===== src/rtl/vga_timing.sv =====
// vga_timing -- VGA raster timing generator on a single pixel clock.
//
// Purpose: walks a horizontal counter (hc) and a vertical counter (vc) over
// the frame raster, decodes the sync pulses and the visible window, counts
// completed frames and optionally raises a sticky vertical-blank interrupt.
//
// Optional feature: define VGA_TIMING_IRQ_EN to build the vblank interrupt
// logic (vblank_irq / irq_overrun). Without it both outputs are tied to 0
// and irq_ack is ignored; all ports stay present.
//
// Ports:
//   clk25        in   pixel clock, the only clock
//   clr          in   synchronous active-high reset, beats en and irq_ack
//   en           in   counting enable; counters hold and vidon=0 when low
//   irq_ack      in   vblank interrupt acknowledge
//   hc, vc       out  10-bit horizontal / vertical counters
//   vidon        out  visible-area flag (combinational)
//   hsync, vsync out  raw active-low syncs, decoded from hc / vc
//   hsync_d,
//   vsync_d      out  syncs delayed one clock to line up with a registered
//                     pixel stage downstream
//   frame_start  out  high while at the frame origin with en=1
//   vblank_irq   out  sticky interrupt, set one clock after the start of
//                     bottom blanking (hc=0, vc=VFP, en=1)
//   irq_overrun  out  sticky flag: interrupt event while one was pending
//   frame_cnt    out  16-bit completed-frame counter, wraps
module vga_timing #(
  parameter int HPIXELS = 800,
  parameter int VLINES  = 521,
  parameter int HSP     = 96,
  parameter int VSP     = 2,
  parameter int HBP     = 144,
  parameter int HFP     = 784,
  parameter int VBP     = 31,
  parameter int VFP     = 511
) (
  input  logic        clk25,
  input  logic        clr,
  input  logic        en,
  input  logic        irq_ack,
  output logic [9:0]  hc,
  output logic [9:0]  vc,
  output logic        vidon,
  output logic        hsync,
  output logic        vsync,
  output logic        hsync_d,
  output logic        vsync_d,
  output logic        frame_start,
  output logic        vblank_irq,
  output logic        irq_overrun,
  output logic [15:0] frame_cnt
);

  // All compares are done at the counter width.
  localparam logic [9:0] H_LAST = 10'(HPIXELS - 1);
  localparam logic [9:0] V_LAST = 10'(VLINES - 1);
  localparam logic [9:0] HSP_C  = 10'(HSP);
  localparam logic [9:0] VSP_C  = 10'(VSP);
  localparam logic [9:0] HBP_C  = 10'(HBP);
  localparam logic [9:0] HFP_C  = 10'(HFP);
  localparam logic [9:0] VBP_C  = 10'(VBP);
  localparam logic [9:0] VFP_C  = 10'(VFP);

  logic h_last;
  logic v_last;

  assign h_last = (hc == H_LAST);
  assign v_last = (vc == V_LAST);

  // Combinational decodes of the counter registers.
  assign hsync       = (hc >= HSP_C);
  assign vsync       = (vc >= VSP_C);
  assign vidon       = en && (hc >= HBP_C) && (hc < HFP_C) &&
                       (vc >= VBP_C) && (vc < VFP_C);
  assign frame_start = en && (hc == 10'd0) && (vc == 10'd0);

  always_ff @(posedge clk25) begin
    if (clr) begin
      hc        <= 10'd0;
      vc        <= 10'd0;
      frame_cnt <= 16'd0;
      hsync_d   <= 1'b1;
      vsync_d   <= 1'b1;
    end else begin
      // The delayed syncs track every clock, independent of en.
      hsync_d <= hsync;
      vsync_d <= vsync;
      if (en) begin
        if (h_last) begin
          hc <= 10'd0;
          if (v_last) begin
            vc        <= 10'd0;
            frame_cnt <= frame_cnt + 16'd1;
          end else begin
            vc <= vc + 10'd1;
          end
        end else begin
          hc <= hc + 10'd1;
        end
      end
    end
  end

`ifdef VGA_TIMING_IRQ_EN
  logic irq_event;

  // Start of bottom blanking; lasts one clock because hc moves on.
  assign irq_event = en && (hc == 10'd0) && (vc == VFP_C);

  always_ff @(posedge clk25) begin
    if (clr) begin
      vblank_irq  <= 1'b0;
      irq_overrun <= 1'b0;
    end else if (irq_event) begin
      // A new event wins over a coinciding acknowledge; the ack still
      // clears the overrun because software has just serviced the old one.
      vblank_irq <= 1'b1;
      if (irq_ack) begin
        irq_overrun <= 1'b0;
      end else if (vblank_irq) begin
        irq_overrun <= 1'b1;
      end
    end else if (irq_ack) begin
      vblank_irq  <= 1'b0;
      irq_overrun <= 1'b0;
    end
  end
`else
  logic irq_ack_unused;

  assign irq_ack_unused = irq_ack;
  assign vblank_irq     = 1'b0;
  assign irq_overrun    = 1'b0;
`endif

endmodule


===== config.mk =====
export PLATFORM = sky130hd
export DESIGN_NAME = vga_timing
export DESIGN_NICKNAME = d
export VERILOG_FILES = /design/src/rtl/vga_timing.sv
export SDC_FILE = /design/constraint.sdc
export NUM_CORES = 1
export LEC_CHECK = 0
export ABC_AREA = 1
export BUFFER_PORTS_ARGS = -buffer_cell sky130_fd_sc_hd__buf_2
export CORE_ASPECT_RATIO = 0.8
export CORE_UTILIZATION = 50
export CTS_CLUSTER_SIZE = 10
export DETAILED_ROUTE_END_ITERATION = 8
export PLACE_DENSITY_LB_ADDON = 0.05
export SLEW_MARGIN = 0
export SYNTH_ARGS = -nofsm -noshare
export SYNTH_HDL_FRONTEND = slang
export SYNTH_SLANG_ARGS = --single-unit

===== constraint.sdc =====
create_clock -name clk25 -period 1.8 [get_ports clk25]
set_input_delay 0 -clock clk25 [delete_from_list [all_inputs] [get_ports clk25]]
set_output_delay 0 -clock clk25 [all_outputs]
set_load 0.1 [all_outputs]

==> results.py <==
metrics = {
    "timing": {
        "timing.final.hold_violations": 0,
        "setup_viol": 0,
        "slew_violations": 0,
        "fin_crit_ns": 1.70,
        "hold_ws_ns": 0.00795,
        "max_freq_mhz": 588,
        "skew_ns": 0.0110,
        "setup_slack_ns": 0.0989,
        "period_share_pct": 94.5,
        "final.setup.tns_ns": 0,
    },
    "routing": {
        "wl_per_cell_microns": 11.6,
        "drtPass1Iterations": 4,
        "ant_nets": 0,
        "vias": 2195,
        "finalWirelength_microns": 5160,
        "drc_errors": 0,
        "viasPerCell": 4.93,
        "drt_iter0_drc": 110,
    },
    "clock_network": {
        "numCtsBuffers": 5,
        "clkTransAtPathRegs_ns": 0.08,
        "holdBufCountCts": 0,
        "cts_root_buf": "clkbuf_8",
        "htree_num_levels": 2,
        "clock_latency_ns": 0.30,
        "clock-sinks": 38,
        "clk_path_buf_depth": 2,
        "cts_tree": "yes",
    },
    "power_and_ir_drop": {
        "p_clk_share_pct": 37.0,
        "ir_drop_mv": 0.431,
        "switchingPower_uw": 432,
        "p_int_mw": 1.13,
        "power.total_mw": 1.56,
        "power.density_nw_per_um2": 579,
        "power_leakage_nw": 1.20,
        "combPwrFrac_pct": 9.2,
        "swShare_pct": 27.7,
        "pwr-share-seq_pct": 53.8,
    },
    "logic_synthesis": {
        "ys_seq_elements": 38,
        "netlist_top_cells_area": "dfxtp_1, nand2_1, nor2_1",
        "synth-edff-count": 0,
        "synth-seq-area-share_pct": 34.3,
        "async_flop_share_pct": 0,
        "synth_top_cell_by_area": "dfxtp_1",
        "synth_commonest_cells": "nand2_1, nor2_1, dfxtp_1, inv_1",
        "synth_area_sq_um": 2220,
        "synth_flop_cell": "dfxtp_1",
        "synth_area_per_cell_sq_um": 6.54,
        "yosysWarnings": 0,
        "yosysTopAreaCellShare_pct": 34.3,
        "netlist_instances": 339,
        "synth_most_common_cell": "nand2_1",
        "ys_types": 30,
    },
    "critical_path": {
        "r2r_slack_ns": 0.15,
        "start_kind": "flop",
        "crit_start": "vc[4]$_SDFFE_PP0P_",
        "end_kind": "output port",
        "crit_end": "vsync",
        "cp.required_ns": 1.80,
        "ff2ff_path_depth": 10,
        "r2r-end": "vc[5]$_SDFFE_PP0P_",
        "crit_fanout": 6,
        "crit_type": "flop to output port",
        "critPathArrivalTime_ns": 1.70,
        "reg2reg_from": "hc[1]$_SDFFE_PP0P_",
    },
    "floorplan": {
        "start_util_pct": 52.7,
        "rows": 21,
        "die_area_sq_um": 4700,
        "core_area_sq_um": 4200,
        "die_w_microns": 76.4,
        "ios": 48,
        "die_h_microns": 61.5,
    },
    "cells_and_area": {
        "layout-drive-gt1-share_pct": 27.6,
        "nets": 397,
        "fin_cells": 445,
        "final_area_sq_um": 2690,
        "n_antenna_cell": 0,
        "utilization_pct": 64.0,
        "area_delta_synth_final_pct": 21.5,
    },
    "place": {
        "gp_congestion": 0.897,
        "hpwlAfterDp_microns": 3950,
        "dp_cells": 435,
        "placed_cell_area_sq_um": 2570,
        "dp_slack_ns": 0.110,
        "port_buffers": 44,
    },
    "global_routing": {
        "first_global_vias": 1768,
        "grt_remaining_overflow": 0,
        "grt_max_degree": 13,
        "grt_antenna_before_repair": 0,
        "grt_usage_pct": 22.7,
        "grt_pass1_wl_microns": 8310,
    },
    "worst_hold_path": {
        "hold_class": "primary input to flop",
    },
    "flow_run": {
        "cap_violations": 0,
    },
    "run_status": {
        "status": "completed",
    },
}
-- critical path, cell delays in order (launching register included) --
cell	delay, ns
dfxtp_4	0.37
nor2_1	0.25
a21oi_1	0.10
and3_1	0.22
inv_1	0.05
buf_2	0.41
-- cell usage in the layout, fill, tap and decap left out, types with 9 or more instances in the layout --
cell and n:
xor2_1 9, dfxtp_2 20, inv_1 38, nand2_1 93, o21ai_0 9, nor2_1 52
nand3_1 19, dfxtp_4 9, dfxtp_1 9, buf_2 42, a21oi_1 19
-- layer usage --
metal / GRT usage, % / part of all wire (%) / up-vias
li1: - / - / 1165
met1: 32.8 / 53 / 972
met2: 34.7 / 41 / 51
met3: 4.44 / 4.8 / 7
met4: 5.77 / 1.2 / 0
met5: 0 / 0 / -
-- cell families (layout without fill, tap and decap cells) --
kind of cell,count (synthesis),count (layout),share of synthesized area (%)
DFF,38,38,34.3
other,1,2,0.169
AOI/OAI and AO/OA,34,34,7.79
and+or+nand+nor,199,200,40.3
xor gates and xnor gates,13,13,5.14
adders and majority gates,6,6,3.39
buffers and inverters,48,95,8.86
-- flip-flops by register name (all words and copies together), names as in the netlist --
name       count
hc            10
frame_cnt     16
vsync_d        1
hsync_d        1
vc            10
-- timing repair --
item,CTS,global route
resized for setup,0,5
setup buffers,0,1
endpoints found under the setup margin,0,14
-- worst min path at each step --
stage / to / from / cells after the start / slack [ns]
final: hc[1]$_SDFFE_PP0P_ / clr / 2 / 0.008
after CTS: hc[1]$_SDFFE_PP0P_ / clr / 2 / 0.004
after floorplan: hc[0]$_SDFFE_PP0P_ / en / 3 / 0.25
after detailed placement: frame_cnt[7]$_SDFFE_PP0P_ / clr / 2 / 0.33
after global placement: hc[1]$_SDFFE_PP0P_ / clr / 2 / 0.32
after global routing: frame_cnt[15]$_SDFFE_PP0P_ / clr / 2 / 0.02
-- layout make-up --
class                   instances  area (sq um)
well taps                      57          71.3
clock buffers                   6          72.6
inverters                      41           154
fillers                       393          1510
multi-input cells             255          1320
clock inverters                 2          10.0
repair buffers                 46           240
flip-flops and latches         38           820
-- power groups by stage --
stage               Sequential, mW  Combinational [mW]  Clock (mW)
finish                       0.840               0.143       0.577
global route                 0.840               0.151       0.631
CTS                          0.840               0.142       0.590
detailed placement           0.860               0.142           0
global placement             0.859               0.142           0
floorplan                    0.904              0.0811           0
(Power assumes the default switching activity.)
